===== config.mk =====
export PLATFORM = sky130hd
export DESIGN_NAME = booth_control
export DESIGN_NICKNAME = d
export VERILOG_FILES = /design/src/rtl/booth_pkg.sv /design/src/rtl/iter_counter.sv /design/src/rtl/booth_control.sv
export SDC_FILE = /design/constraint.sdc
export NUM_CORES = 1
export LEC_CHECK = 0
export CAP_MARGIN = 20
export CORE_AREA = 4 4 41 43
export CTS_CLUSTER_DIAMETER = 150
export CTS_CLUSTER_SIZE = 10
export DETAILED_ROUTE_END_ITERATION = 8
export DIE_AREA = 0 0 45 47
export DONT_BUFFER_PORTS = 1
export PLACE_DENSITY = 0.32
export SETUP_SLACK_MARGIN = 0.02
export SLEW_MARGIN = 0
export SYNTH_ARGS = -nofsm -noshare
export SYNTH_HDL_FRONTEND = slang
export SYNTH_SLANG_ARGS = --single-unit

===== constraint.sdc =====
create_clock -name clk -period 1.35 [get_ports clk]
set_input_delay 0 -clock clk [delete_from_list [all_inputs] [get_ports clk]]
set_output_delay 0 -clock clk [all_outputs]
set_load 0.05 [all_outputs]

===== src/rtl/booth_pkg.sv =====
// ============================================================================
// Module      : booth_pkg
// Description : Shared types and constants for the radix-2 Booth controller.
// Revision    : 1.0 - initial release
// ============================================================================
`default_nettype none

package booth_pkg;

    localparam int N_DEFAULT = 3;

    // Booth pair {q0, q-1} encodings that require an arithmetic operation
    localparam logic [1:0] Q_ADD = 2'b01;
    localparam logic [1:0] Q_SUB = 2'b10;

    typedef enum logic [2:0] {
        ST_IDLE  = 3'd0,
        ST_LOAD  = 3'd1,
        ST_OP    = 3'd2,
        ST_SHIFT = 3'd3,
        ST_DONE  = 3'd4
    } state_t;

endpackage

`default_nettype wire


===== src/rtl/iter_counter.sv =====
// ============================================================================
// Module      : iter_counter
// Description : Booth iteration counter; clear on load, step on shift,
//               flags the final iteration.
// Revision    : 1.0 - initial release
// ============================================================================
`default_nettype none

module iter_counter
    import booth_pkg::*;
#(
    parameter int N  = N_DEFAULT,
    parameter int CW = $clog2(N + 1)
) (
    input  logic          clk,
    input  logic          reset,
    input  logic          clear,
    input  logic          inc,
    output logic [CW-1:0] count,
    output logic          last
);

    logic [CW-1:0] r_count;

    always_ff @(posedge clk) begin
        if (reset) begin
            r_count <= '0;
        end else if (clear) begin
            r_count <= '0;
        end else if (inc) begin
            r_count <= r_count + CW'(1);
        end
    end

    assign count = r_count;
    assign last  = (r_count == CW'(N - 1));

endmodule

`default_nettype wire


===== src/rtl/booth_control.sv =====
// ============================================================================
// Module      : booth_control
// Description : FSM sequencing the radix-2 Booth multiply datapath.
//               Optional macro BOOTH_SKIP_NOP_EN skips OP for q = 00/11.
// Revision    : 1.0 - initial release
// ============================================================================
`default_nettype none

module booth_control
    import booth_pkg::*;
#(
    parameter int N  = N_DEFAULT,
    parameter int CW = $clog2(N + 1)
) (
    input  logic          clk,
    input  logic          reset,
    input  logic          go,
    input  logic [1:0]    q,
    output logic          busy,
    output logic          done,
    output logic          start,
    output logic          suma,
    output logic          resta,
    output logic          desp,
    output logic [CW-1:0] iter
);

    state_t r_state;
    state_t w_next;
    logic   w_last;

    iter_counter #(
        .N  (N),
        .CW (CW)
    ) u_iter_counter (
        .clk   (clk),
        .reset (reset),
        .clear (start),
        .inc   (desp),
        .count (iter),
        .last  (w_last)
    );

`ifdef BOOTH_SKIP_NOP_EN
    // Pairs 00/11 need no arithmetic, so the FSM can go straight to SHIFT
    logic w_nop;
    assign w_nop = (q[1] == q[0]);
`endif

    always_ff @(posedge clk) begin
        if (reset) begin
            r_state <= ST_IDLE;
        end else begin
            r_state <= w_next;
        end
    end

    always_comb begin
        w_next = r_state;
        busy   = 1'b1;
        done   = 1'b0;
        start  = 1'b0;
        suma   = 1'b0;
        resta  = 1'b0;
        desp   = 1'b0;
        case (r_state)
            ST_IDLE: begin
                busy = 1'b0;
                if (go) begin
                    w_next = ST_LOAD;
                end
            end
            ST_LOAD: begin
                start = 1'b1;
`ifdef BOOTH_SKIP_NOP_EN
                w_next = w_nop ? ST_SHIFT : ST_OP;
`else
                w_next = ST_OP;
`endif
            end
            ST_OP: begin
                case (q)
                    Q_SUB: begin
                        suma  = 1'b1;
                        resta = 1'b1;
                    end
                    Q_ADD: begin
                        suma  = 1'b1;
                    end
                    default: begin
                        suma  = 1'b0;
                    end
                endcase
                w_next = ST_SHIFT;
            end
            ST_SHIFT: begin
                desp = 1'b1;
                if (w_last) begin
                    w_next = ST_DONE;
                end else begin
`ifdef BOOTH_SKIP_NOP_EN
                    w_next = w_nop ? ST_SHIFT : ST_OP;
`else
                    w_next = ST_OP;
`endif
                end
            end
            ST_DONE: begin
                done   = 1'b1;
                w_next = ST_IDLE;
            end
            default: begin
                busy   = 1'b0;
                w_next = ST_IDLE;
            end
        endcase
    end

endmodule

`default_nettype wire


==> flow_metrics.env <==
export IMPL_status="finished, final reports clean"
export IMPL_tightest_slew_ns=0.351
export IMPL_synthSimpleGateAreaFrac_pct=38.9
export IMPL_synth_edf_count=0
export IMPL_ff2ff_setup_slack_ns=0.34
export IMPL_grt_antenna_before_repair=0
export IMPL_hold_viol_final=0
export IMPL_yosysSeqAreaShare_pct=37.9
export IMPL_irDropWorstVdd_v=0.000342
export IMPL_drt_iter0_markers=2
export IMPL_drtAntennaViolNets=0
export IMPL_crit_type="register to output port"
export IMPL_yosys_mux_area_fraction_pct=0
export IMPL_clk_insertion_delay_late_ns=0.24
export IMPL_cp_data_required_time_ns=1.35
export IMPL_critPathArrivalTime_ns=1.23
export IMPL_drtPass1Iterations=2
export IMPL_fp_row_count=13
export IMPL_via_per_inst=4.43
export IMPL_diodes=0
export IMPL_worstReg2RegEnd="u_iter_counter.count[0]$_SDFFE_PP0P_"
export IMPL_crit_fanout=8
export IMPL_synthXorXnorAreaFrac_pct=3.32
export IMPL_ys_flop_type="dfxtp_1"
export IMPL_period_share_pct=91.0
export IMPL_core_area_um2=1300
export IMPL_grt_use_total_pct=7.42
export IMPL_cts_root_buf="clkbuf_4"
export IMPL_r2r_start="r_state[2]$_SDFFE_PP0P_"
export IMPL_grt_pass1_vias=223
export IMPL_dp_slack_ns=0.284
export IMPL_hpwlAfterDp_um=517
export IMPL_p_leak_nw=0.172
export IMPL_finalWirelength_um=657
export IMPL_clk_pin_slew_ns=0.04
export IMPL_post_place_cells=54
export IMPL_fin_util_pct=31.7
export IMPL_clk_path_buf_depth=2
export IMPL_slew_viol_final=0
export IMPL_setup_slack_ns=0.121
export IMPL_final_cells=60
export IMPL_die_h_um=47
export IMPL_maxCapViolCount=0
export IMPL_synth_compound_area_share_pct=3.79
export IMPL_synth_async_reset_ratio_pct=0
export IMPL_die_area_um2=2120
export IMPL_fillers=147
export IMPL_cts_tree="yes"
export IMPL_clock_skew_final_ns=0.00113
export IMPL_ys_ff_latch=5
export IMPL_startpoint="r_state[2]$_SDFFE_PP0P_"
export IMPL_fin_crit_ns=1.23
export IMPL_power_uw=443
export IMPL_vias=266
export IMPL_max_freq_mhz=814
export IMPL_synth_warnings=0
export IMPL_synth_cell_area_um2=264
export IMPL_ff2ff_path_depth=3
export IMPL_setup_viol=0
export IMPL_synth_fa_ha_area_share_pct=9.48
export IMPL_numCtsBuffers=3
export IMPL_powerDensity_nw_per_um2=1070
export IMPL_critPathLaunchType="register"
export IMPL_synthDistinctLibCells=19
export IMPL_synth_top_family_by_area="simple AND/OR/NAND/NOR gates"
export IMPL_die_w_um=45
export IMPL_grt_overflow=0
export IMPL_drcViolationCount=0
export IMPL_areaGrowthSynthToFinish_pct=56.4
export IMPL_io_buffers=0
export IMPL_grt_start_max_net_pins=9
export IMPL_h_tree_depth=1
export IMPL_max_slew_margin_pct=76.6
export IMPL_synth_cells=32
export IMPL_pin_count=13
export IMPL_endpoint_kind="output port"
export IMPL_holdCritPathClass="input port to output port"
export IMPL_synthesis_nets=39
export IMPL_crit_end="start"
export IMPL_rsz0062_at_grt="false"
export IMPL_clock_sinks=5
export IMPL_floorplan_initialDensity_pct=20.3
export IMPL_drive_gt1_share_pct=37.8
export IMPL_hold_ws_ns=0.332
export IMPL_place_congestion=0.719
export IMPL_avgSynthCellArea_um2=8.25
export IMPL_wl_per_cell_um=11.0
export IMPL_nNetsFinal=53
export IMPL_grt_pass1_wl_um=1050
metrics by stage:
step	TNS, ns	area, µm²
2_1_floorplan	-0.116	287
3_3_place_gp	0	363
3_5_place_dp	0	363
4_1_cts	0	410
5_1_grt	0	413
6_report	0	413
power breakdown:
group	switching, mW	leakage, nW	internal (mW)
sequential	0.00936	0.0416	0.155
combinational	0.0638	0.116	0.0385
clock	0.0646	0.0150	0.112
critical path: stages (launching register included):
cell,delay [ns]
dfxtp_1,0.52
nand2b_1,0.22
nor2_1,0.06
buf_4,0.18
layout by cell type (no fill, tap or decap):
master,count
ha_1,2
a21oi_1,2
dlygate4sd3_1,2
nand2b_1,1
nand2_1,3
clkbuf_4,3
and2_1,2
and3_1,1
nor4bb_4,1
nor2_1,3
dfxtp_2,2
xnor2_1,1
inv_1,2
clkbuf_1,1
nand3b_1,1
dfxtp_1,3
nor2b_2,1
nor4_1,2
nand3_1,1
buf_4,9
nor3_1,1
nor4b_2,1
flip-flops by register name, summed over array words and instances (netlist names):
register,cells
r_state,3
u_iter_counter.count,2
how the worst min path moves through the flow:
stage	endpoint	cells past startpoint	slack, ns	start
2_1_floorplan	u_iter_counter.count[0]$_SDFFE_PP0P_	1	0.06	reset
3_3_place_gp	u_iter_counter.count[0]$_SDFFE_PP0P_	1	0.06	reset
3_5_place_dp	u_iter_counter.count[0]$_SDFFE_PP0P_	1	0.07	reset
4_1_cts	suma	3	0.34	q[1]
5_1_grt	suma	3	0.35	q[1]
6_report	suma	3	0.33	q[1]
synth_stat cells (2+ instances only):
library cell  number  area share, %
a21oi_1            2            3.8
nor4_1             2            4.7
and2_1             2            4.7
ha_1               2            9.5
dfxtp_1            5             38
nand2_1            3            4.3
nor2_1             3            4.3
inv_1              2            2.8
timing repair:
action                                  CTS  global route
resized for setup                         1             1
endpoints found under the hold margin     5             0
endpoints found under the setup margin    1             1
gates cloned                              0             0
hold buffers                              2             0
setup buffers                             0             0
layout make-up:
class / instances / area (µm²) / share of cell area (%)
Tap cell: 15 / 18.8 / 4.55
Multi-Input combinational cell: 23 / 170 / 41.2
Timing Repair Buffer: 11 / 87.6 / 21.2
Clock buffer: 4 / 26.3 / 6.36
Inverter: 2 / 7.51 / 1.82
Sequential cell: 5 / 103 / 24.8
metal layers:
metal	vias up	global-route usage (%)	routed length, µm
met3	4	4.21	64
li1	137	-	-
met1	112	9.55	302
met4	0	7.02	17
met2	13	8.19	272
met5	-	0	0
cells by family after synthesis:
kind of cell,count (synthesis)
simple gates,18
flops,5
buf+inv,4
compound gates,2
fa+ha+maj,2
xor+xnor,1
Note: power is estimated with default switching activity, not from simulation.
